**src/rtl/morse_pkg.sv**
```systemverilog
`default_nettype none
// ============================================================================
//  Module      : morse_pkg
//  Description : Shared types and default timing constants for the Morse
//                decode path (symbol decoder and downstream character lookup).
//                Provides the decoder state encoding, the dot/dash symbol
//                values and the default unit timing.
//  Revision    : 1.0 - initial release
// ============================================================================
package morse_pkg;

    // Decoder state encoding
    typedef enum logic [1:0] {
        ST_IDLE      = 2'd0,
        ST_MARK      = 2'd1,
        ST_SPACE     = 2'd2,
        ST_WAIT_WORD = 2'd3
    } state_t;

    // Symbol values as packed into the letter pattern
    localparam logic SYM_DOT  = 1'b0;
    localparam logic SYM_DASH = 1'b1;

    // Default timing, shared with the lookup stage
    localparam int UNIT_CYCLES = 5_000_000;
    localparam int DASH_UNITS  = 2;
    localparam int LETTER_GAP  = 3;
    localparam int WORD_GAP    = 7;
    localparam int MAX_SYMS    = 5;

endpackage : morse_pkg
`default_nettype wire

```
**src/rtl/morse_symbol_decoder_if.sv**
```systemverilog
`default_nettype none
// ============================================================================
//  Module      : morse_symbol_decoder_if
//  Description : Key input / letter output bundle of the Morse symbol decoder.
//                master : key source side (drives key_in, src_clr; observes
//                         the letter/word strobes).
//                slave  : decoder side.
//  Signals     : key_in, src_clr            -> decoder
//                sym_valid, sym_code, sym_len, sym_err, word_valid, busy
//                                           <- decoder
//  Revision    : 1.0 - initial release
// ============================================================================
interface morse_symbol_decoder_if #(
    parameter int MAX_SYMS = morse_pkg::MAX_SYMS
) ();

    logic                key_in;
    logic                src_clr;
    logic                sym_valid;
    logic [MAX_SYMS-1:0] sym_code;
    logic [2:0]          sym_len;
    logic                sym_err;
    logic                word_valid;
    logic                busy;

    modport master (
        output key_in,
        output src_clr,
        input  sym_valid,
        input  sym_code,
        input  sym_len,
        input  sym_err,
        input  word_valid,
        input  busy
    );

    modport slave (
        input  key_in,
        input  src_clr,
        output sym_valid,
        output sym_code,
        output sym_len,
        output sym_err,
        output word_valid,
        output busy
    );

endinterface : morse_symbol_decoder_if
`default_nettype wire

```
**src/rtl/morse_unit_timer.sv**
```systemverilog
`default_nettype none
// ============================================================================
//  Module      : morse_unit_timer
//  Description : Morse time-unit prescaler. Counts 0..UNIT_CYCLES-1 and wraps
//                while running; restarts from 0 on every key edge so that unit
//                boundaries are aligned to the start of each mark or gap.
//  Ports       : clk        - system clock
//                rst        - synchronous active-high clear
//                i_run      - count enable; counter held at 0 when low
//                i_edge_clr - key edge seen this cycle, restart the unit
//                o_tick     - high in the cycle the counter is at its last value
//  Revision    : 1.0 - initial release
// ============================================================================
module morse_unit_timer #(
    parameter int UNIT_CYCLES = morse_pkg::UNIT_CYCLES
) (
    input  wire logic clk,
    input  wire logic rst,
    input  wire logic i_run,
    input  wire logic i_edge_clr,
    output logic      o_tick
);

    localparam int              c_pw   = (UNIT_CYCLES > 1) ? $clog2(UNIT_CYCLES) : 1;
    localparam logic [c_pw-1:0] c_term = c_pw'(UNIT_CYCLES - 1);

    logic [c_pw-1:0] r_cnt;

    always_ff @(posedge clk) begin
        if (rst || i_edge_clr || !i_run) begin
            r_cnt <= '0;
        end else if (r_cnt == c_term) begin
            r_cnt <= '0;
        end else begin
            r_cnt <= r_cnt + 1'b1;
        end
    end

    // Gated by i_run so a one-cycle unit cannot tick while idle.
    assign o_tick = i_run && (r_cnt == c_term);

endmodule : morse_unit_timer
`default_nettype wire

```
**src/rtl/morse_symbol_decoder.sv**
```systemverilog
`default_nettype none
// ============================================================================
//  Module      : morse_symbol_decoder
//  Description : Times key-down marks and key-up gaps in Morse units,
//                classifies marks as dot/dash, packs them into a per-letter
//                pattern and emits a letter strobe after a letter gap and a
//                word strobe after a word gap.
//  Ports       : clk     - system clock
//                ext_rst - synchronous active-high reset
//                bus     - slave side of morse_symbol_decoder_if:
//                          key_in/src_clr in; sym_valid, sym_code, sym_len,
//                          sym_err, word_valid, busy out (all registered)
//  Revision    : 1.0 - initial release
// ============================================================================
module morse_symbol_decoder #(
    parameter int UNIT_CYCLES = morse_pkg::UNIT_CYCLES,
    parameter int DASH_UNITS  = morse_pkg::DASH_UNITS,
    parameter int LETTER_GAP  = morse_pkg::LETTER_GAP,
    parameter int WORD_GAP    = morse_pkg::WORD_GAP,
    parameter int MAX_SYMS    = morse_pkg::MAX_SYMS,
    parameter int CNT_W       = 4
) (
    input  wire logic              clk,
    input  wire logic              ext_rst,
    morse_symbol_decoder_if.slave  bus
);

    import morse_pkg::*;

    localparam logic [CNT_W-1:0] c_dash_units = CNT_W'(DASH_UNITS);
    localparam logic [CNT_W-1:0] c_letter_gap = CNT_W'(LETTER_GAP);
    localparam logic [CNT_W-1:0] c_word_gap   = CNT_W'(WORD_GAP);
    localparam logic [2:0]       c_max_syms   = 3'(MAX_SYMS);

    state_t              r_state;
    logic                r_key_q;
    logic [CNT_W-1:0]    r_mark_cnt;
    logic [CNT_W-1:0]    r_gap_cnt;
    logic [MAX_SYMS-1:0] r_pattern;
    logic [2:0]          r_len;
    logic                r_err;

    logic                r_sym_valid;
    logic [MAX_SYMS-1:0] r_sym_code;
    logic [2:0]          r_sym_len;
    logic                r_sym_err;
    logic                r_word_valid;
    logic                r_busy;

    logic                w_rise;
    logic                w_fall;
    logic                w_tick;
    logic                w_clr;
    logic                w_run;
    logic [CNT_W-1:0]    w_mark_inc;
    logic [CNT_W-1:0]    w_gap_inc;
    logic                w_sym;

    assign w_rise = bus.key_in & ~r_key_q;
    assign w_fall = ~bus.key_in & r_key_q;
    assign w_clr  = ext_rst | bus.src_clr;
    assign w_run  = (r_state != ST_IDLE);

    // Unit counters stick at all-ones instead of wrapping on long marks/gaps.
    assign w_mark_inc = (r_mark_cnt == '1) ? r_mark_cnt : r_mark_cnt + 1'b1;
    assign w_gap_inc  = (r_gap_cnt  == '1) ? r_gap_cnt  : r_gap_cnt  + 1'b1;
    assign w_sym      = (r_mark_cnt >= c_dash_units) ? SYM_DASH : SYM_DOT;

    morse_unit_timer #(
        .UNIT_CYCLES (UNIT_CYCLES)
    ) u_timer (
        .clk        (clk),
        .rst        (w_clr),
        .i_run      (w_run),
        .i_edge_clr (w_rise | w_fall),
        .o_tick     (w_tick)
    );

    always_ff @(posedge clk) begin
        if (ext_rst || bus.src_clr) begin
            // A source switch keeps tracking the key so that a key already held
            // down on the new source is not seen as a fresh rise.
            r_key_q      <= ext_rst ? 1'b0 : bus.key_in;
            r_state      <= ST_IDLE;
            r_mark_cnt   <= '0;
            r_gap_cnt    <= '0;
            r_pattern    <= '0;
            r_len        <= '0;
            r_err        <= 1'b0;
            r_sym_valid  <= 1'b0;
            r_sym_code   <= '0;
            r_sym_len    <= '0;
            r_sym_err    <= 1'b0;
            r_word_valid <= 1'b0;
            r_busy       <= 1'b0;
        end else begin
            r_key_q      <= bus.key_in;
            r_sym_valid  <= 1'b0;
            r_word_valid <= 1'b0;
            r_busy       <= (r_state == ST_MARK) || (r_state == ST_SPACE);

            case (r_state)
                ST_IDLE: begin
                    if (w_rise) begin
                        r_state    <= ST_MARK;
                        r_mark_cnt <= '0;
                    end
                end

                ST_MARK: begin
                    // The fall classifies the mark from the units already
                    // counted; a tick landing on the same cycle is not added.
                    if (w_fall) begin
                        r_gap_cnt <= '0;
                        r_state   <= ST_SPACE;
                        if (r_mark_cnt == '0) begin
                            // Sub-unit glitch: no symbol. With nothing
                            // collected yet there is no letter to time out.
                            if (r_len == '0) begin
                                r_state <= ST_IDLE;
                            end
                        end else if (r_len < c_max_syms) begin
                            r_pattern <= (r_pattern << 1) | MAX_SYMS'(w_sym);
                            r_len     <= r_len + 3'd1;
                        end else begin
                            r_err <= 1'b1;
                        end
                    end else if (w_tick) begin
                        r_mark_cnt <= w_mark_inc;
                    end
                end

                ST_SPACE: begin
                    // A rise beats a coinciding letter-gap tick.
                    if (w_rise) begin
                        r_state    <= ST_MARK;
                        r_mark_cnt <= '0;
                    end else if (w_tick) begin
                        r_gap_cnt <= w_gap_inc;
                        if (w_gap_inc == c_letter_gap) begin
                            r_sym_valid <= 1'b1;
                            r_sym_code  <= r_pattern;
                            r_sym_len   <= r_len;
                            r_sym_err   <= r_err;
                            r_pattern   <= '0;
                            r_len       <= '0;
                            r_err       <= 1'b0;
                            r_state     <= ST_WAIT_WORD;
                        end
                    end
                end

                ST_WAIT_WORD: begin
                    if (w_rise) begin
                        r_state    <= ST_MARK;
                        r_mark_cnt <= '0;
                    end else if (w_tick) begin
                        r_gap_cnt <= w_gap_inc;
                        if (w_gap_inc == c_word_gap) begin
                            r_word_valid <= 1'b1;
                            r_state      <= ST_IDLE;
                        end
                    end
                end

                default: begin
                    r_state <= ST_IDLE;
                end
            endcase
        end
    end

    assign bus.sym_valid  = r_sym_valid;
    assign bus.sym_code   = r_sym_code;
    assign bus.sym_len    = r_sym_len;
    assign bus.sym_err    = r_sym_err;
    assign bus.word_valid = r_word_valid;
    assign bus.busy       = r_busy;

endmodule : morse_symbol_decoder
`default_nettype wire

```
**src/flat_wrapper.sv**
```systemverilog
// flat-port wrapper written by rule: the top's interface ports become plain ports
module morse_symbol_decoder_flat import morse_pkg::*;
#(
    parameter int UNIT_CYCLES = morse_pkg::UNIT_CYCLES,
    parameter int DASH_UNITS  = morse_pkg::DASH_UNITS,
    parameter int LETTER_GAP  = morse_pkg::LETTER_GAP,
    parameter int WORD_GAP    = morse_pkg::WORD_GAP,
    parameter int MAX_SYMS    = morse_pkg::MAX_SYMS,
    parameter int CNT_W       = 4
)
  (clk, ext_rst, bus_key_in, bus_src_clr, bus_sym_valid, bus_sym_code, bus_sym_len, bus_sym_err, bus_word_valid, bus_busy);
  morse_symbol_decoder_if #(.MAX_SYMS(MAX_SYMS)) bus_i ();
  input  wire logic clk;
  input  wire logic ext_rst;
  input wire logic [$bits(bus_i.key_in)-1:0] bus_key_in;
  input wire logic [$bits(bus_i.src_clr)-1:0] bus_src_clr;
  output wire logic [$bits(bus_i.sym_valid)-1:0] bus_sym_valid;
  output wire logic [$bits(bus_i.sym_code)-1:0] bus_sym_code;
  output wire logic [$bits(bus_i.sym_len)-1:0] bus_sym_len;
  output wire logic [$bits(bus_i.sym_err)-1:0] bus_sym_err;
  output wire logic [$bits(bus_i.word_valid)-1:0] bus_word_valid;
  output wire logic [$bits(bus_i.busy)-1:0] bus_busy;
  assign bus_i.key_in = bus_key_in;
  assign bus_i.src_clr = bus_src_clr;
  assign bus_sym_valid = bus_i.sym_valid;
  assign bus_sym_code = bus_i.sym_code;
  assign bus_sym_len = bus_i.sym_len;
  assign bus_sym_err = bus_i.sym_err;
  assign bus_word_valid = bus_i.word_valid;
  assign bus_busy = bus_i.busy;
  morse_symbol_decoder #(.UNIT_CYCLES(UNIT_CYCLES), .DASH_UNITS(DASH_UNITS), .LETTER_GAP(LETTER_GAP), .WORD_GAP(WORD_GAP), .MAX_SYMS(MAX_SYMS), .CNT_W(CNT_W)) u_core (.clk(clk), .ext_rst(ext_rst), .bus(bus_i));
endmodule
```
**config.mk**
```make
export PLATFORM = sky130hd
export DESIGN_NAME = morse_symbol_decoder_flat
export DESIGN_NICKNAME = d
export VERILOG_FILES = /design/src/rtl/morse_pkg.sv /design/src/rtl/morse_symbol_decoder_if.sv /design/src/rtl/morse_unit_timer.sv /design/src/rtl/morse_symbol_decoder.sv /design/src/flat_wrapper.sv
export SDC_FILE = /design/constraint.sdc
export NUM_CORES = 1
export LEC_CHECK = 0
export BUFFER_PORTS_ARGS = -buffer_cell sky130_fd_sc_hd__clkbuf_2
export CAP_MARGIN = 30
export CELL_PAD_IN_SITES_DETAIL_PLACEMENT = 0
export CELL_PAD_IN_SITES_GLOBAL_PLACEMENT = 2
export CORE_ASPECT_RATIO = 0.5
export CORE_MARGIN = 1.5
export CORE_UTILIZATION = 30
export DETAILED_ROUTE_END_ITERATION = 12
export GPL_ROUTABILITY_DRIVEN = 0
export GPL_TIMING_DRIVEN = 0
export PLACE_DENSITY_LB_ADDON = 0.1
export SLEW_MARGIN = 10
export SYNTH_ARGS = -nofsm -noshare
export SYNTH_HDL_FRONTEND = slang
export SYNTH_HIERARCHICAL = 1
export SYNTH_SLANG_ARGS = --single-unit
```
**constraint.sdc**
```tcl
create_clock -name clk -period 3.3 [get_ports clk]
set_input_delay 0.495 -clock clk [delete_from_list [all_inputs] [get_ports clk]]
set_output_delay 0.495 -clock clk [all_outputs]
set_load 0.03 [all_outputs]
```
* Word-level counts from Yosys, hierarchy flattened
Index checks and enable logic that the tools add are counted.
W data, S select, Z words.
** Operators by class
- Equal/unequal tests :: 26
- Order comparisons :: 2
- Mux-type cells :: 47
- Reduce and logical (&&, ||, !) cells :: 23
- Multipliers :: 0
- Shift-type cells :: 0
- $add $sub $neg :: 4
- Bitwise logic cells :: 11
- Divide/modulo/power cells :: 0
** Operators by type and width (number)
- $mux W4 :: 8
- $mux W5 :: 6
- $add A23 B1 Y23 const B :: 1
- $eq A23 B23 Y1 const B :: 1
- $mux W2 :: 10
- $ne A2 B2 Y1 const B :: 10
- $mux W3 :: 6
- $pmux W4 S2 :: 2
- $reduce_and A7 Y1 :: 2
- $reduce_and A4 Y1 :: 3
- $mux W1 :: 11
- $pmux W5 S2 :: 1
- $ne A3 B2 Y1 const B :: 3
- $add A4 B1 Y4 const B :: 2
- $eq A4 B4 Y1 const B :: 2
- $ne A2 B1 Y1 const B :: 4
- $pmux W2 S4 :: 1
- $reduce_or A4 Y1 :: 2
- $not A1 Y1 :: 6
- $pmux W3 S2 :: 1
- $reduce_and A6 Y1 :: 1
- $reduce_bool A2 Y1 :: 3
- $or A5 B1 Y5 :: 1
- $eq A2 B2 Y1 const B :: 2
- 18 further kinds :: 24
** Storage, ports and cells
- Flip-flop bits (word level) :: 55
- Memories kept :: 0
- ROM bits :: 0
- Output and inout port bits :: 12
- Logic and storage cells :: 127
- Latch bits :: 0
- Input bits :: 4
- Memory bits (writable) :: 0

* Longest topological paths before layout
Gate-level depths: netlist of run 1.
- Depth in word-level cells :: 7
- Depth in mapped cells :: 10
- Gate-level depth less buffers :: 10

* Modules after synthesis
The synthesis of run 1 kept the hierarchy.
** Modules (own cells, without submodules)
- morse_symbol_decoder :: sequential area each 640.6 µm², times used 1, area each 1667.8 µm², cells each 178
- morse_unit_timer :: sequential area each 460.4 µm², times used 1, area each 1072.3 µm², cells each 125

* Least setup slack after synthesis of run 1
Ideal clock, no wire load.
- Path kind :: register -> register
- From :: register u_core.u_timer.r_cnt[0]
- To :: register u_core.r_len[0]
- Required time :: 3179 ps
- Cell stages (with the launch flop) :: 9
- Setup slack :: 525 ps
- Library setup time :: 121 ps
- Period minus slack after synthesis :: 2775 ps
- Path buffers :: 0
- Data arrival time :: 2655 ps
- Cell sequence :: dfxtp_1 > ha_1 > nand3_4 > or4_1 > nor3_1 > nand3b_2 > a21oi_2 > a31oi_4 > mux2_2
** On the way
- Word-level cells in the longest chain between the ends :: 4
** Ends and longest elaborated chain
- start, declared :: line morse_unit_timer.sv:27 : logic [c_pw-1:0] r_cnt;
- start signal, assigned :: line morse_unit_timer.sv:35 : r_cnt <= r_cnt + 1'b1;
- $eq A23 B23 Y1 :: line morse_unit_timer.sv:40 : assign o_tick = i_run && (r_cnt == c_term);
- $logic_and A1 B1 Y1 :: line morse_unit_timer.sv:40
- net u_core.w_tick :: line morse_symbol_decoder.sv:52 : logic w_tick;
- $ne A2 B2 Y1 (no line)
- $reduce_and A7 Y1 (no line)
- end signal, assigned :: line morse_symbol_decoder.sv:124 : r_len <= r_len + 3'd1;
- end, declared :: line morse_symbol_decoder.sv:40 : logic [2:0] r_len;
The timed path passes the listed nets, and every way through them passes these cells.
A chain may end at the register's enable or synchronous reset.

* Worst setup path in the final report of run 1
Ends and elaborated chain as after synthesis.

==> metrics.csv, run 1 <==
stage;metric;value;unit
run_status;status;complete, no violations;
yosys;yosys warns;6;
detailed_routing;DRC Markers;0;
grt;pin count of the biggest net entering global routing;17;
grt;vias in the first global route;1952;
power;leakage;0.00107;µW
placement;# port buffers;15;
yosys;Syn Nets;321;
cts;Hold Buf Count CTS;0;
cts;Reg clk slew, reported paths;70;ps
power;clock power share;43.5;%
min_path;hold_sp;ext_rst;
timing;setup ws final;339;ps
floorplan;Core ar.;8800;µm²
worst_setup_path;critical path required time;3490;ps
yosys;mux cell area share after synthesis;3.70;%
timing;clk_skew;7.22;ps
power;Internal;983;µW
cts;clock latency on the worst-skew pair;300;ps
detailed_routing;Routed Antenna Nets;0;
yosys;Mapped Area;2740;µm²
layout;Finished Layout Cells;442;
power;VDD IR-drop max;0.000194;V
power;Flop pwr share;52.7;%
timing;Hold Slack;366;ps
yosys;Seq/Total Area, Yosys;40.2;%
timing;relative slew slack;54.5;%
grt;first-pass GRT wire length;9660;µm
detailed_routing;drt pass-1 iters;4;
timing;slew of the pin with the lowest slew margin;682;ps
power;switching pwr;283;µW
yosys;xor and xnor area share after synthesis;5.11;%
worst_setup_path;Crit. Startpoint;u_core/u_timer/r_cnt[0];
yosys;Synth cell types;61;
floorplan;Die Footprint;9750;µm²
timing;final setup vio count;0;
cts;CTS max path bufs;2;
power;Comb pwr share;3.8;%
floorplan;Top-Level Pins;16;
detailed_routing;DR vias;2138;
timing;FMAX;0.338;GHz
detailed_routing;Routed WL;5960;µm
cts;# clock sinks;55;
timing;Final Hold Viols;0;
cts;H-tree levels;2;
worst_setup_path;crit path kind;flip-flop to flip-flop;
placement;Post-Place Worst Slack;16.4;ps
worst_setup_path;critical path startpoint category;flip-flop;
job;MaxCap Viol Count;0;
yosys;Post-Syn Area per Cell;9.04;µm²
timing;fin. max-slew vios;0;
grt;GR Util met1;16.2;%
yosys;Post-Syn Instances;303;
power;pwr/cell area;407;nW/µm²
yosys;largest family of logic cells by synthesized area;simple AND/OR/NAND/NOR gates;
cts;CTS Buf Count;5;
detailed_routing;iteration-0 DRC count of the detailed router;63;
worst_setup_path;worst-path fanout max;8;
layout;antenna cells;0;
power;sw frac;22.4;%
floorplan;die width;138;µm
placement;Placed Area;2960;µm²
timing;RSZ-0062 raised after global routing;false;
min_path;worst hold path type;input port to flip-flop;
grt;global route total overflow;0;
layout;layout cells sized above 1;16.3;%
placement;placed instance count;435;
detailed_routing;wire per inst;13.5;µm
floorplan;num rows;24;
floorplan;initial core utilization;31.1;%
timing;Final min period;2960;ps
cts;TritonCTS clock tree;yes;
timing;Setup TNS;0;ps
grt;Total GRT Usage;12.4;%
grt;met3 GRT Util;3.72;%
grt;GR Util met2;20.5;%
worst_setup_path;Crit. End Element;flip-flop;
layout;Design Area, Final;3110;µm²
yosys;area fraction in compound gates after synthesis;14.0;%
yosys;Synth Area in Adders;6.39;%
floorplan;chip height;70.6;µm
placement;HPWL after DPL;4330;µm
worst_setup_path;CP arrival;3150;ps
layout;# nets final;343;
detailed_routing;Avg Vias per Cell;4.84;
grt;grt peak-use layer;met2;
yosys;#FFs+latches synth;55;
grt;initial antenna violation count;0;
timing;fin crit share;89.7;%
yosys;simple-gate share of the synthesized area;26.2;%
worst_setup_path;r2r startpoint;u_core/u_timer/r_cnt[0];
layout;Area Overhead vs Synth;13.7;%
cts;CTS Root Cell;clkbuf_16;
-- synth_stat cells (all sizes together) --
master,instances,area [µm²]
nor3b,2,20.0
nor2b,1,13.8
or3,6,37.5
a211oi,3,27.5
o221a,1,11.3
clkbuf,1,3.75
a21oi,16,95.1
o21a,2,15.0
mux2,1,11.3
nor4,4,31.3
o21ai,18,93.8
nand3,13,87.6
or3b,1,8.76
xnor2,15,131
or2,2,12.5
or4,5,41.3
nor2,44,181
nor4b,2,17.5
nand2b,2,20.0
buf,8,46.3
or2b,1,7.51
nor3,11,55.1
mux2i,9,90.1
and3,4,25.0
xor2,1,8.76
o41ai,1,8.76
a31o,2,17.5
and4,1,8.76
inv,19,71.3
ha,14,175
a32oi,1,8.76
and2,1,6.26
o211a,1,10.0
nand3b,3,26.3
nand4,7,56.3
dfxtp,55,1100
a31oi,2,33.8
a2111o,1,11.3
a22o,5,43.8
o31ai,1,7.51
nand2,16,60.1
-- final timing paths --
check                           cells past startpoint  slack (ps)             endpoint
worst max-delay path                                8         340      u_core/r_len[0]
worst min-delay path                                2         370       u_core/r_key_q
worst max register to register                      8         340      u_core/r_len[0]
worst min register to register                      2         470  u_core/r_pattern[0]
-- critical path, stage by stage, from the launching register on --
cell and delay (ps):
dfxtp_1 390, ha_1 250, nand3_4 150, or4_1 590, nor3_2 430, nand3b_2 260, a21oi_2 310, a31oi_4 180
mux2_2 290
-- kinds of logic (layout without fill, tap and decap cells) --
family                     after synthesis  count (layout)
adders and majority gates               14              14
DFF                                     55              55
buffers and inverters                   28              50
muxes                                   10              10
xor gates and xnor gates                16              16
AOI/OAI and AO/OA                       54              54
and+or+nand+nor                        126             126
-- routing by layer --
layer	share of wire (%)	up-vias
li1	-	1106
met1	53	1010
met2	44	17
met3	2.7	5
met4	0.60	0
met5	0	-
-- stage by stage --
| stage | utilization, % | total power [µW] |
|---|---|---|
| 2_1_floorplan | - | 717 |
| 3_3_place_gp | 33.7 | 731 |
| 3_5_place_dp | 33.7 | 731 |
| 4_1_cts | 35.4 | 1300 |
| 5_1_grt | 35.4 | 1330 |
| 6_report | 35.4 | 1270 |
-- what timing repair did --
item,in CTS,in global routing
gates resized for setup,1,0
setup buffers,0,0
endpoints found under the setup margin,1,0
-- state kept, by name, indices dropped and copies added, names as in the netlist --
name	count
u_core/r_len	3
u_core/bus.sym_err	1
u_core/bus.sym_valid	1
u_core/bus.word_valid	1
u_core/r_err	1
u_core/r_key_q	1
u_core/bus.sym_len	3
u_core/r_state	2
u_core/r_pattern	5
u_core/bus.sym_code	5
u_core/u_timer/r_cnt	23
u_core/r_gap_cnt	4
u_core/r_mark_cnt	4
u_core/bus.busy	1
-- area by class of cell --
class,instances,area (µm²)
Fill cell,940,5680
Multi-Input combinational cell,220,1520
Sequential cell,55,1100
Tap cell,117,146
Clock buffer,6,139
Timing Repair Buffer,15,75.1
Inverter,19,71.3
Buffer,9,50.0
Clock inverter,1,8.76
-- cell usage in the layout (no fill, tap or decap), types with 2 or more instances in the layout --
master      n
a211oi_1    2
a21oi_1    12
a21oi_2     4
a22o_1      5
and3_1      4
buf_1       2
buf_2       4
clkbuf_16   5
clkbuf_2   15
dfxtp_1    55
ha_1       14
inv_1      18
mux2i_1     9
nand2_1    16
nand3_1    10
nand3_2     2
nand3b_1    2
nand4_1     5
nand4_2     2
nor2_1     43
nor3_1     10
nor4_1      3
nor4b_1     2
o21a_1      2
o21ai_0    11
o21ai_1     6
or3_1       6
or4_1       4
xnor2_1    15
-- power by group through the flow --
stage | registers [µW] | clock network [µW] | logic [µW]
after floorplan | 683 | 0 | 34.2
after CTS | 667 | 581 | 48.9
after global placement | 682 | 0 | 48.6
after global routing | 667 | 607 | 53.0
after detailed placement | 682 | 0 | 48.7
final | 667 | 551 | 48.2
(Power assumes the default switching activity.)
==> inputs of run 2 (changes only) <==
--- a/config.mk
+++ b/config.mk
@@ -5,6 +5,7 @@
 export SDC_FILE = /design/constraint.sdc
 export NUM_CORES = 1
 export LEC_CHECK = 0
+export ABC_AREA = 1
 export BUFFER_PORTS_ARGS = -buffer_cell sky130_fd_sc_hd__clkbuf_2
 export CAP_MARGIN = 30
 export CELL_PAD_IN_SITES_DETAIL_PLACEMENT = 0
==> run 2 against run 1 <==
Net effect: utilization rose by 0.17 points; maximum frequency grew 2.7%; sequential cell count is the same; global-route usage grew 1.9 points; clock power increased by 9.1%; die area increased by 9.1%; clock skew shrank 1.3 ps; largest cell class unchanged; largest power group unchanged.
==> metrics.csv, run 2 <==
stage;metric;value;unit;change
placement;HPWL after DPL;5220;µm;was 4330 µm
worst_setup_path;crit path kind;flip-flop to flip-flop;;unchanged
layout;max reg flops;23;;unchanged
layout;antenna cells;0;;unchanged
worst_setup_path;slowest CP cell;nor3_1;;was or4_1
cts;clock latency on the worst-skew pair;290;ps;was 300 ps
timing;relative slew slack;56.3;%;was 54.5%
min_path;hold_sp;ext_rst;;unchanged
detailed_routing;DR vias;2648;;was 2138
layout;Biggest register;u_core/u_timer/r_cnt;;unchanged
power;leakage;0.00120;µW;was 0.00107 µW
layout;# nets final;479;;was 343
layout;Area Overhead vs Synth;13.6;%;was 13.7%
placement;# port buffers;15;;unchanged
layout;layout cells sized above 1;11.7;%;was 16.3%
worst_setup_path;Crit. Startpoint;u_core/u_timer/r_cnt[0];;unchanged
power;pwr/cell area;398;nW/µm²;was 407 nW/µm²
worst_setup_path;critical path startpoint category;flip-flop;;unchanged
run_status;status;complete, no violations;;unchanged
grt;vias in the first global route;2431;;was 1952
yosys;#FFs+latches synth;55;;unchanged
layout;FF/Latch Area;1100;µm²;unchanged
detailed_routing;iteration-0 DRC count of the detailed router;156;;was 63
yosys;Yosys top cell by area;dfxtp_1;;unchanged
worst_setup_path;critical path required time;3490;ps;about the same
floorplan;chip height;73.7;µm;was 70.6 µm
cts;H-tree levels;2;;unchanged
yosys;Syn Nets;457;;was 321
cts;CTS max path bufs;2;;unchanged
yosys;most frequent cell after synthesis;nand2_1;;was dfxtp_1
worst_setup_path;crit path buf inv count;1;;was 0
yosys;top cell type's share of synthesized area;36.7;%;was 40.2%
timing;Final min period;2880;ps;was 2960 ps
worst_setup_path;crit-path max cell delay;550;ps;was 590 ps
yosys;Post-Syn Instances;439;;was 303
cts;CTS Root Cell;clkbuf_16;;unchanged
timing;RSZ-0062 raised after global routing;false;;unchanged
yosys;Area contributors post-synth;dfxtp_1, nand2_1, nor2_1;;was dfxtp_1, ha_1, nor2_1
yosys;Post-Syn Area per Cell;6.83;µm²;was 9.04 µm²
layout;fillcell total;1068;;was 940
yosys;Top FF cell, synth;dfxtp_1;;unchanged
detailed_routing;wire per inst;11.7;µm;was 13.5 µm
power;VDD IR-drop max;0.000195;V;was 0.000194 V
timing;clk_skew;5.94;ps;was 7.22 ps
cts;CTS resizes;0;;was 1
yosys;FFs w/ async S/R, synth;0;%;unchanged
floorplan;Top-Level Pins;16;;unchanged
timing;Hold Slack;378;ps;was 366 ps
grt;first-pass GRT wire length;11800;µm;was 9660 µm
layout;area taken by multi-input logic gates;1650;µm²;was 1520 µm²
timing;fin crit share;87.4;%;was 89.7%
yosys;Post-synth top cells;nand2_1, nor2_1, dfxtp_1;;was dfxtp_1, nor2_1, inv_1
cts;Hold Buf Count CTS;0;;unchanged
grt;pin count of the biggest net entering global routing;17;;unchanged
floorplan;initial core utilization;31.3;%;was 31.1%
cts;CTS Buf Count;5;;unchanged
layout;commonest non-fill, non-tap cell in the layout;nand2_1;;was dfxtp_1
detailed_routing;Routed WL;6980;µm;was 5960 µm
worst_setup_path;worst-path fanout max;8;;unchanged
yosys;Synth cell types;34;;was 61
cts;setup bufs post-CTS;0;;unchanged
worst_setup_path;Crit. End Element;flip-flop;;unchanged
timing;Setup TNS;0;ps;unchanged
yosys;Mapped Area;3000;µm²;was 2740 µm²
detailed_routing;Routed Antenna Nets;0;;unchanged
grt;Total GRT Usage;14.3;%;was 12.4%
detailed_routing;drt pass-1 iters;4;;unchanged
min_path;worst hold path type;input port to flip-flop;;unchanged
layout;most frequent cells in the layout;nand2_1, nor2_1, dfxtp_1;;was dfxtp_1, nor2_1, inv_1
floorplan;Die Footprint;10600;µm²;was 9750 µm²
cts;Reg clk slew, reported paths;70;ps;about the same
grt;initial antenna violation count;0;;unchanged
timing;final setup vio count;0;;unchanged
detailed_routing;Avg Vias per Cell;4.44;;was 4.84
grt;global route total overflow;0;;unchanged
detailed_routing;DRC Markers;0;;unchanged
timing;fin. max-slew vios;0;;unchanged
yosys;yosys warns;6;;unchanged
worst_setup_path;crit-path cells;ha_1 > nand2_2 > nor2_4 > nand2_1 > inv_1 > nand2_1 > nor3_1 > nand2_1 > a21oi_1 > nand2_2 > nor2_2 > nand2_2 > o21ai_1 > nor2_1;;was ha_1 > nand3_4 > or4_1 > nor3_2 > nand3b_2 > a21oi_2 > a31oi_4 > mux2_2
floorplan;Core ar.;9570;µm²;was 8800 µm²
yosys;EDFF count, synth;0;;unchanged
worst_setup_path;r2r startpoint;u_core/u_timer/r_cnt[0];;unchanged
cts;TritonCTS clock tree;yes;;unchanged
timing;Final Hold Viols;0;;unchanged
job;MaxCap Viol Count;0;;unchanged
floorplan;die width;144;µm;was 138 µm
timing;FMAX;0.347;GHz;was 0.338 GHz
timing;slew of the pin with the lowest slew margin;651;ps;was 682 ps
floorplan;num rows;25;;was 24
yosys;Seq/Total Area, Yosys;36.7;%;was 40.2%
worst_setup_path;CP top delay family;simple AND/OR/NAND/NOR gates;;unchanged
worst_setup_path;CP arrival;3070;ps;was 3150 ps
cts;# clock sinks;55;;unchanged
run 2: final cells by class:
class,instances,share of cell area [%]
clock buffer,5,3.68
inverter,50,5.51
buffer,7,1.62
multi-input combinational,327,48.6
sequential,55,32.3
timing repair buffer,15,2.21
clock inverter,2,1.10
tap,135,4.96
run 2: worst paths after layout:
path	to	slack, ps	cells past startpoint
max	u_core/r_len[2]	420	14
max reg2reg	u_core/r_len[2]	420	14
min reg2reg	u_core/u_timer/r_cnt[0]	450	1
min	u_core/r_key_q	380	2
run 2: metal layers:
layer	part of all wire (%)	wire length, µm	GRT usage, %	up-vias
li1	-	-	-	1439
met1	51	3570	19.4	1164
met2	44	3090	23.4	41
met3	4.0	281	3.52	4
met4	0.50	35	2.69	0
met5	0	0	0	-
run 2: kinds of logic (layout without fill, tap and decap cells):
group / after synthesis / in the layout / synth area share [%]
compound gates: 52 / 52 / 9.22
buf+inv: 57 / 79 / 8.10
flops: 55 / 55 / 36.7
simple gates: 252 / 252 / 37.5
xor+xnor: 9 / 9 / 2.63
fa+ha+maj: 14 / 14 / 5.84
run 2: worst register-to-register path, cell delays in order, from the launching register on:
cell     delay [ps]
dfxtp_1         350
ha_1            210
nand2_2          80
nor2_4          180
nand2_1         160
inv_1            80
nand2_1          70
nor3_1          550
nand2_1         200
a21oi_1         300
nand2_2         130
nor2_2          130
nand2_2         150
o21ai_1         150
nor2_1           50
run 2: power breakdown:
group	leakage (µW)	total (µW)	switching, µW	internal, µW
Sequential	0.000443	671	3.89	667
Clock	0.0000759	601	247	354
Combinational	0.000680	83.2	57.4	25.7
Total	0.00120	1360	308	1050
run 2: per-stage QoR:
stage / setup WS [ps] / instance area, µm² / std cells / total power [µW] / utilization (%)
floorplan: 1050 / 3000 / 439 / 749 / -
global placement: 494 / 3240 / 589 / 771 / 33.9
detailed placement: 463 / 3240 / 589 / 771 / 33.9
CTS: 447 / 3400 / 596 / 1390 / 35.6
global route: 98.5 / 3400 / 596 / 1420 / 35.6
finish: 416 / 3400 / 596 / 1360 / 35.6
==> inputs of run 3 (changes only) <==
--- a/config.mk
+++ b/config.mk
@@ -11,7 +11,6 @@
 export CELL_PAD_IN_SITES_DETAIL_PLACEMENT = 0
 export CELL_PAD_IN_SITES_GLOBAL_PLACEMENT = 2
 export CORE_ASPECT_RATIO = 0.5
-export CORE_MARGIN = 1.5
 export CORE_UTILIZATION = 30
 export DETAILED_ROUTE_END_ITERATION = 12
 export GPL_ROUTABILITY_DRIVEN = 0
@@ -20,5 +19,4 @@
 export SLEW_MARGIN = 10
 export SYNTH_ARGS = -nofsm -noshare
 export SYNTH_HDL_FRONTEND = slang
-export SYNTH_HIERARCHICAL = 1
 export SYNTH_SLANG_ARGS = --single-unit
==> run 3 against run 2 <==
Net effect: register-to-register slack gained 830 ps; via count down 2.9%; die area fell by 3.8%; count of clock-buffer cells in the layout up 1; largest cell class unchanged; final cell count fell by 4.5%; maximum frequency up 40%; critical path type unchanged; largest power group unchanged; total power rose by 6.5%; sequential cell count stayed put; clock skew rose by 3.2 ps; critical endpoint is now u_core.r_len[1]; first-iteration DRC count shrank 5.1%.
==> metrics.csv, run 3 <==
stage;metric;value;unit;change
detailed_routing;Routed Antenna Nets;0;;unchanged
floorplan;die width;142;µm;was 144 µm
worst_setup_path;critical path startpoint category;flip-flop;;unchanged
cts;setup bufs post-CTS;0;;unchanged
power;pwr/cell area;429;nW/µm²;was 398 nW/µm²
power;switching pwr;349;µW;was 308 µW
floorplan;initial core utilization;31.0;%;was 31.3%
worst_setup_path;critical path required time;3480;ps;was 3490 ps
layout;fillcell total;1017;;was 1068
timing;FMAX;0.486;GHz;was 0.347 GHz
floorplan;Top-Level Pins;16;;unchanged
yosys;most frequent cell after synthesis;nand2_1;;unchanged
floorplan;num rows;25;;unchanged
worst_setup_path;R2R Setup Slk;1240;ps;was 420 ps
run_status;status;complete, no violations;;unchanged
layout;Finished Layout Cells;569;;was 596
detailed_routing;Routed WL;6800;µm;was 6980 µm
floorplan;Core ar.;9480;µm²;was 9570 µm²
timing;Final Hold Viols;0;;unchanged
yosys;Area contributors post-synth;dfxtp_1, nand2_1, nor2_1;;unchanged
worst_setup_path;r2r startpoint;u_core.r_state[1];;was u_core/u_timer/r_cnt[0]
cts;H-tree levels;2;;unchanged
detailed_routing;Avg Vias per Cell;4.52;;was 4.44
power;leakage;0.00131;µW;was 0.00120 µW
power;clock power share;43.9;%;was 44.4%
cts;CTS max path bufs;2;;unchanged
yosys;#FFs+latches synth;55;;unchanged
yosys;top cell type's share of synthesized area;37.4;%;was 36.7%
layout;most frequent cells in the layout;nand2_1, nor2_1, dfxtp_1;;unchanged
timing;clk_skew;9.16;ps;was 5.94 ps
yosys;Yosys top cell by area;dfxtp_1;;unchanged
layout;Area Overhead vs Synth;14.2;%;was 13.6%
cts;TritonCTS clock tree;yes;;unchanged
worst_setup_path;Crit. End Element;flip-flop;;unchanged
worst_setup_path;crit path kind;flip-flop to flip-flop;;unchanged
timing;fin crit share;62.3;%;was 87.4%
timing;setup ws final;1240;ps;was 416 ps
cts;clock latency on the worst-skew pair;300;ps;was 290 ps
timing;final setup vio count;0;;unchanged
placement;HPWL after DPL;5130;µm;was 5220 µm
layout;FF/Latch Area;1100;µm²;unchanged
min_path;hold_sp;ext_rst;;unchanged
detailed_routing;DRC Markers;0;;unchanged
timing;Hold Slack;380;ps;was 378 ps
cts;Reg clk slew, reported paths;80;ps;was 70 ps
yosys;Post-synth top cells;nand2_1, nor2_1, dfxtp_1;;unchanged
worst_setup_path;CP arrival;2240;ps;was 3070 ps
detailed_routing;iteration-0 DRC count of the detailed router;148;;was 156
grt;vias in the first global route;2439;;was 2431
yosys;Post-Syn Instances;411;;was 439
timing;RSZ-0062 raised after global routing;false;;unchanged
cts;CTS resizes;0;;unchanged
yosys;Top FF cell, synth;dfxtp_1;;unchanged
detailed_routing;drt pass-1 iters;4;;unchanged
floorplan;chip height;72.0;µm;was 73.7 µm
cts;Hold Buf Count CTS;0;;unchanged
detailed_routing;DR vias;2570;;was 2648
grt;Total GRT Usage;14.6;%;was 14.3%
yosys;Synth cell types;37;;was 34
detailed_routing;wire per inst;11.9;µm;was 11.7 µm
worst_setup_path;RR Endpoint;u_core.r_len[1];;was u_core/r_len[2]
worst_setup_path;worst-path fanout max;6;;was 8
layout;area taken by multi-input logic gates;1570;µm²;was 1650 µm²
floorplan;Die Footprint;10200;µm²;was 10600 µm²
yosys;Syn Nets;429;;was 457
yosys;EDFF count, synth;0;;unchanged
worst_setup_path;R2R cell count;10;;was 14
cts;# clock sinks;55;;unchanged
layout;commonest non-fill, non-tap cell in the layout;nand2_1;;unchanged
timing;Final min period;2060;ps;was 2880 ps
layout;Biggest register;u_core.u_timer.r_cnt;;was u_core/u_timer/r_cnt
timing;fin. max-slew vios;0;;unchanged
min_path;worst hold path type;input port to flip-flop;;unchanged
power;Internal;1090;µW;was 1050 µW
timing;slew of the pin with the lowest slew margin;509;ps;was 651 ps
grt;pin count of the biggest net entering global routing;17;;unchanged
min_path;end of the worst hold path;u_core.r_key_q;;was u_core/r_key_q
cts;CTS Buf Count;5;;unchanged
power;sw frac;24.2;%;was 22.7%
placement;# port buffers;15;;unchanged
grt;initial antenna violation count;0;;unchanged
layout;antenna cells;0;;unchanged
power;Flop pwr share;47.3;%;was 49.5%
timing;relative slew slack;66.1;%;was 56.3%
yosys;Seq/Total Area, Yosys;37.4;%;was 36.7%
yosys;Mapped Area;2940;µm²;was 3000 µm²
layout;layout cells sized above 1;13.8;%;was 11.7%
placement;placed instance count;561;;was 589
grt;global route total overflow;0;;unchanged
min_path;Hold Crit Depth;2;;unchanged
yosys;Post-Syn Area per Cell;7.16;µm²;was 6.83 µm²
layout;max reg flops;23;;unchanged
power;Comb pwr share;8.8;%;was 6.1%
grt;first-pass GRT wire length;11600;µm;was 11800 µm
yosys;FFs w/ async S/R, synth;0;%;unchanged
layout;# nets final;451;;was 479
yosys;yosys warns;0;;was 6
cts;CTS Root Cell;clkbuf_16;;unchanged
job;MaxCap Viol Count;0;;unchanged
power;VDD IR-drop max;0.000192;V;was 0.000195 V
placement;Post-Place Worst Slack;1200;ps;was 463 ps
timing;Setup TNS;0;ps;unchanged
==> run 3: changes by cell type in the layout (fill, tap and decap cells not counted), moves of 5 or more <==
cell / previous run / this run
a21oi_1: 25 / 38
nand2_1: 107 / 83
o21ai_1: 10 / 5
inv_1: 46 / 51
nand3_1: 25 / 15
nor3_1: 3 / 10
nor2_1: 82 / 60
nor2_4: 6 / 1
==> run 3: kinds of logic after synthesis <==
family	share of synthesized area, %
AND/OR/NAND/NOR	32.5
adder cells (fa/ha/maj)	5.95
XOR/XNOR	2.98
buffers and inverters	9.14
flip-flops	37.4
AO/OA/AOI/OAI	12.0
==> run 3: worst max path at each step <==
stage,slack [ps],to,cells after the start,start
finish,1240,u_core.r_len[1],10,u_core.r_state[1]
global route,930,u_core.r_len[0],10,u_core.r_state[1]
CTS,1180,u_core.r_pattern[2],10,u_core.r_state[1]
detailed placement,1200,u_core.r_pattern[2],10,u_core.r_state[1]
global placement,1180,u_core.r_pattern[1],10,u_core.r_state[1]
floorplan,1560,u_core.r_len[1],11,u_core.r_state[1]
==> run 3: power by group through the flow <==
stage	combinational (µW)	sequential, µW	clock (µW)
2_1_floorplan	98.3	696	0
3_3_place_gp	127	697	0
3_5_place_dp	128	697	0
4_1_cts	129	682	655
5_1_grt	145	684	677
6_report	127	682	634
==> run 3: per-layer routing <==
| layer | GRT usage [%] | up-vias | wire [µm] |
|---|---|---|---|
| li1 | - | 1364 | - |
| met1 | 18.6 | 1156 | 3460 |
| met2 | 24.3 | 40 | 2990 |
| met3 | 4.09 | 10 | 265 |
| met4 | 4.30 | 0 | 84 |
| met5 | 0 | - | 0 |
==> run 3: cell type report <==
cell class | count | share of cell area [%]
multi-input cells | 292 | 46.8
plain buffers | 6 | 1.49
inverters | 58 | 6.52
flip-flops and latches | 55 | 32.8
well taps | 135 | 5.03
repair buffers | 15 | 2.23
clock buffers | 6 | 4.13
clock inverters | 2 | 1.04
==> run 3: critical path, stage by stage, from the launching register on <==
cell,delay (ps)
dfxtp_1,380
inv_1,110
ha_1,270
inv_2,130
nor2_1,90
a21oi_1,160
nand3_1,140
a21oi_4,190
nand3_4,130
o21ai_2,270
nor2_1,80
==> run 3: metrics by stage <==
stage | power [µW] | cell area (µm²) | utilization [%]
2_1_floorplan | 794 | 2940 | -
3_3_place_gp | 824 | 3190 | 33.6
3_5_place_dp | 826 | 3190 | 33.6
4_1_cts | 1470 | 3360 | 35.5
5_1_grt | 1510 | 3360 | 35.5
6_report | 1440 | 3360 | 35.5
